**config.mk**
```make
export PLATFORM = sky130hd
export DESIGN_NAME = instruction_execute
export DESIGN_NICKNAME = d
export VERILOG_FILES = /design/src/rtl/instruction_execute.sv
export SDC_FILE = /design/constraint.sdc
export NUM_CORES = 1
export LEC_CHECK = 0
export CAP_MARGIN = 20
export CORE_UTILIZATION = 35
export CTS_CLUSTER_DIAMETER = 60
export DETAILED_ROUTE_END_ITERATION = 6
export PLACE_DENSITY = 0.67
export SLEW_MARGIN = 20
export SYNTH_ARGS = -nofsm -noshare
export SYNTH_HDL_FRONTEND = slang
export SYNTH_SLANG_ARGS = --single-unit
```
**constraint.sdc**
```tcl
create_clock -name clock -period 4.32 [get_ports clock]
set_input_delay 0.864 -clock clock [delete_from_list [all_inputs] [get_ports clock]]
set_output_delay 0.864 -clock clock [all_outputs]
set_load 0.005 [all_outputs]
```
**src/rtl/instruction_execute.sv**
```systemverilog
// EX stage: operand selection, ALU, branch resolution and the EX/MEM pipeline register.
// Branch decision and target are combinational; every other output is registered.
module instruction_execute #(
    parameter int unsigned XLEN = 32
) (
    input  logic            clock,
    input  logic            reset,
    input  logic            mem_re_in,
    input  logic            mem_we_in,
    input  logic            reg_file_write_in,
    input  logic            branch_instruction_in,
    input  logic [1:0]      alu_op_in,
    input  logic [1:0]      select_mux_1_in,
    input  logic [1:0]      select_mux_2_in,
    input  logic [1:0]      select_mux_4_in,
    input  logic [XLEN-1:0] reg_a_in,
    input  logic [XLEN-1:0] reg_b_in,
    input  logic [XLEN-1:0] immediate_in,
    input  logic [XLEN-1:0] pc_in,
    input  logic [6:0]      funct7e3_in,
    input  logic [2:0]      funct3_in,
    input  logic [4:0]      rd_in,
    output logic [XLEN-1:0] alu_result_out,
    output logic [XLEN-1:0] store_data_out,
    output logic [XLEN-1:0] pc_plus4_out,
    output logic [4:0]      rd_ex_mem,
    output logic            mem_re_out,
    output logic            mem_we_out,
    output logic            reg_file_write_out,
    output logic [1:0]      select_mux_4_out,
    output logic            branch_taken,
    output logic [XLEN-1:0] branch_target
);

    typedef enum logic [1:0] {
        AluAdd    = 2'b00,
        AluBranch = 2'b01,
        AluRType  = 2'b10,
        AluIType  = 2'b11
    } alu_op_e;

    logic [XLEN-1:0] op_a;
    logic [XLEN-1:0] op_b;
    logic [XLEN-1:0] alu_result;
    logic [4:0]      shamt;
    logic            alt_bit;
    logic            lt_signed;
    logic            lt_unsigned;
    logic            br_lt_signed;
    logic            br_lt_unsigned;
    logic            br_equal;
    logic            br_cond;
    alu_op_e         alu_op;

    assign alu_op  = alu_op_e'(alu_op_in);
    assign alt_bit = funct7e3_in[5];

    always_comb begin
        unique case (select_mux_1_in)
            2'b00:   op_a = reg_a_in;
            2'b01:   op_a = pc_in;
            default: op_a = '0;
        endcase
    end

    always_comb begin
        unique case (select_mux_2_in)
            2'b00:   op_b = reg_b_in;
            2'b01:   op_b = immediate_in;
            default: op_b = XLEN'(4);
        endcase
    end

    assign shamt       = op_b[4:0];
    assign lt_signed   = $signed(op_a) < $signed(op_b);
    assign lt_unsigned = op_a < op_b;

    always_comb begin
        alu_result = '0;
        unique case (alu_op)
            AluAdd:    alu_result = op_a + op_b;
            AluBranch: alu_result = op_a - op_b;
            AluRType, AluIType: begin
                unique case (funct3_in)
                    // I-type has no subi: funct7 only matters for register-register add.
                    3'b000: alu_result = (alu_op == AluRType && alt_bit) ? op_a - op_b
                                                                         : op_a + op_b;
                    3'b001: alu_result = op_a << shamt;
                    3'b010: alu_result = {{(XLEN-1){1'b0}}, lt_signed};
                    3'b011: alu_result = {{(XLEN-1){1'b0}}, lt_unsigned};
                    3'b100: alu_result = op_a ^ op_b;
                    3'b101: alu_result = alt_bit ? XLEN'($signed(op_a) >>> shamt)
                                                 : op_a >> shamt;
                    3'b110: alu_result = op_a | op_b;
                    3'b111: alu_result = op_a & op_b;
                    default: alu_result = '0;
                endcase
            end
            default: alu_result = '0;
        endcase
    end

    // Branch compare always uses the raw register operands, not the muxed ALU inputs.
    assign br_equal       = reg_a_in == reg_b_in;
    assign br_lt_signed   = $signed(reg_a_in) < $signed(reg_b_in);
    assign br_lt_unsigned = reg_a_in < reg_b_in;

    always_comb begin
        br_cond = 1'b0;
        unique case (funct3_in)
            3'b000:  br_cond = br_equal;
            3'b001:  br_cond = !br_equal;
            3'b100:  br_cond = br_lt_signed;
            3'b101:  br_cond = !br_lt_signed;
            3'b110:  br_cond = br_lt_unsigned;
            3'b111:  br_cond = !br_lt_unsigned;
            default: br_cond = 1'b0;
        endcase
    end

    assign branch_taken  = branch_instruction_in & br_cond;
    assign branch_target = pc_in + immediate_in;

    // Bubbles are just zeroed controls, so the register loads unconditionally.
    always_ff @(posedge clock or negedge reset) begin
        if (!reset) begin
            alu_result_out     <= '0;
            store_data_out     <= '0;
            pc_plus4_out       <= '0;
            rd_ex_mem          <= '0;
            mem_re_out         <= 1'b0;
            mem_we_out         <= 1'b0;
            reg_file_write_out <= 1'b0;
            select_mux_4_out   <= '0;
        end else begin
            alu_result_out     <= alu_result;
            store_data_out     <= reg_b_in;
            pc_plus4_out       <= pc_in + XLEN'(4);
            rd_ex_mem          <= rd_in;
            mem_re_out         <= mem_re_in;
            mem_we_out         <= mem_we_in;
            reg_file_write_out <= reg_file_write_in;
            select_mux_4_out   <= select_mux_4_in;
        end
    end

endmodule

```
==> out/results.tsv <==
metric	value	unit
antenna_found_initial	8	
power.switching	2.39	mW
synthTopCellsByCount	nand2_1 (237), mux2i_1 (198), nor2_1 (185), a21oi_1 (165), ha_1 (161)	
worst_pin_slew	0.865	ns
cpPeakStageDelay	0.34	ns
cp.arrival	3.49	ns
drv_slew	0	
grt_usage	0.356	
dieArea	47000	sq um
dpl.hpwl	69400	um
power.density	220	nW/um^2
vdd_drop_max	0.205	mV
cpMostUsedCell	a21o_1	
power_frac_seq	0.196	
ys_async_sr_fraction	1.00	
ant_nets	0	
crit_slowest_cell	a221o_1	
setup_slack	-0.0331	ns
fin_nets	3315	
io_buffers	289	
placed_area	24300	sq um
rows	78	
crit_path_start	pc_in[15]	
violations	negative setup slack	
dp_slack	-1.07	ns
slew_headroom	0.423	
initial_core_util	0.355	
cts-buffers-inserted	9	
area_delta_synth_final	59.9	%
grt_pass1_vias	20515	
syn_area	16200	sq um
wirelength	85700	um
cts_root_buf	clkbuf_16	
path_class	input pin to output port	
cts_sinks	106	
overflow	0	
die_h	217	um
yosysUniqueCellTypes	89	
cellLeakagePower	12.6	nW
viasPerCell	5.72	
crit_path_max_fanout	2	
cp.required	3.46	ns
min_path_type	input pin to async pin	
drc	0	
avgRoutedWirePerCell	23.8	um
drt-initial-drc-count	2309	
crit_path_cell_trace	buf_8, ha_4, a21o_1, a21o_1, a21o_1, a221o_1, a221o_1, nor3_2, buf_4, a21oi_4, o21a_1, buf_6, o311ai_4, buf_2	
fmax	230	MHz
synthFlopType	dfrtp_1	
die_w	217	um
cts_tree	built	
synth-warning-count	0	
synth-seq-cells	106	
synth.most_common_cell	nand2_1	
fin_area	25800	sq um
drive_above_1_share	0.315	
period_share	1.01	
syn_nets	2470	
p_int	3.30	mW
switching_share	0.420	
nFillCells	4213	
synth_area_per_cell	7.52	sq um
synth_top_area_frac	0.164	
ios	296	
power	5.68	mW
htreeDepth	3	
firstDrtPassIters	6	
finalCriticalPeriod	4.35	ns
status	finished, violations left	
synth_cells	2149	
synth_enable_flop_cells	0	
synth_top_cell_by_area	dfrtp_1	
max_cap_viol_count	0	
p_comb_frac	0.638	
routabilityCongestion	1.06	
pwr-share-clk	0.166	
crit_path_end_kind	output port	
hold_buffers	0	
cts_buffer_depth	2	
vias	20605	
ys_seq_area_frac	0.164	
grt_max_degree	65	
clk_pin_slew	0.08	ns
grt_setup_unrepaired	yes	
coreArea	45500	sq um
grt_pass1_wl	126000	um
finalSetupViolCount	1	
cp-start-kind	input pin	
finalHoldViolCount	0	
setup_tns	-0.0331	ns
netlist_top_cells_area	dfrtp_1 (16%), ha_1 (12%), mux2i_1 (12%)	
-- kinds of logic after synthesis --
kind of cell / count (synthesis) / synth area share
mux: 212 / 0.135
compound gates: 622 / 0.260
flops: 106 / 0.164
simple gates: 670 / 0.191
buf+inv: 278 / 0.0685
fa+ha+maj: 164 / 0.128
xor+xnor: 97 / 0.0526
-- layer usage --
metal  up-vias  GRT usage  part of all wire
met3       189     0.0621             0.080
li1       9453          -                 -
met1      9898      0.466              0.43
met2      1059      0.568              0.44
met5         -          0           0.00050
met4         6      0.167             0.049
-- area by class of cell --
class	instances	area, sq um	area share
multi-input combinational	1765	13500	0.521
timing repair buffer	972	8130	0.315
sequential	106	2650	0.103
tap	600	751	0.0291
inverter	140	533	0.0206
clock buffer	10	239	0.00925
clock inverter	5	62.6	0.00242
antenna	2	5.00	0.000194
-- worst max-delay path, delay by kind of cell --
family,cells,cell delay [ns]
AOI/OAI and AO/OA,8,1.67
buffers and inverters,4,0.55
and+or+nand+nor,1,0.18
adders and majority gates,1,0.23
-- through the flow --
stage / utilization / cells / hold slack [ns]
5_1_grt: 0.568 / 3599 / 0.593
2_1_floorplan: - / 2149 / 0.568
3_5_place_dp: 0.534 / 3555 / 0.983
3_3_place_gp: 0.534 / 3555 / 0.981
6_report: 0.568 / 3600 / 0.513
4_1_cts: 0.553 / 3591 / 0.542
-- power groups by stage --
stage               Sequential (mW)  Combinational, mW  Clock [mW]
CTS                            1.12               3.46       0.959
global placement               1.13               3.35           0
global route                   1.12               3.85       0.981
finish                         1.12               3.63       0.943
detailed placement             1.13               3.38           0
floorplan                      1.14               1.51           0
-- state kept, by name (all words and copies together) (netlist names) --
name                cells
store_data_out         32
alu_result_out         32
reg_file_write_out      1
pc_plus4_out           32
mem_we_out              1
select_mux_4_out        2
rd_ex_mem               5
mem_re_out              1
-- cells in the final DEF (no fill, tap or decap), types with 20 or more instances in the layout --
cell type	netlist	layout
a211oi_1	25	20
a21o_1	34	34
a21oi_1	165	148
a221oi_1	27	25
and3_1	21	20
buf_4	5	665
clkdlybuf4s50_1	0	189
dfrtp_1	106	106
dlygate4sd2_1	0	29
dlymetal6s2s_1	0	38
ha_1	161	129
ha_4	0	28
inv_1	136	126
mux2i_1	198	194
nand2_1	237	233
nand2b_1	22	22
nand3_1	46	44
nor2_1	185	177
nor3_1	40	35
o211ai_1	21	21
o21a_1	20	20
o21ai_0	119	100
o21bai_1	25	24
o22ai_1	21	21
or2_2	36	31
xnor2_1	72	69
xor2_1	25	22
-- path summary, 6_finish.rpt --
kind	endpoint	slack, ns	cells past startpoint
max	branch_target[30]	-0.03	14
min	alu_result_out[8]	0.51	1
max in group asynchronous	store_data_out[21]	2.98	2
min in group clock	pc_plus4_out[1]	0.61	1
-- what timing repair did --
item	in CTS	in global routing
gates cloned	0	0
pin swaps	61	88
gates resized for setup	202	173
endpoints found under the setup margin	47	40
setup buffers	22	8
Power figures use the tool's default switching activity.
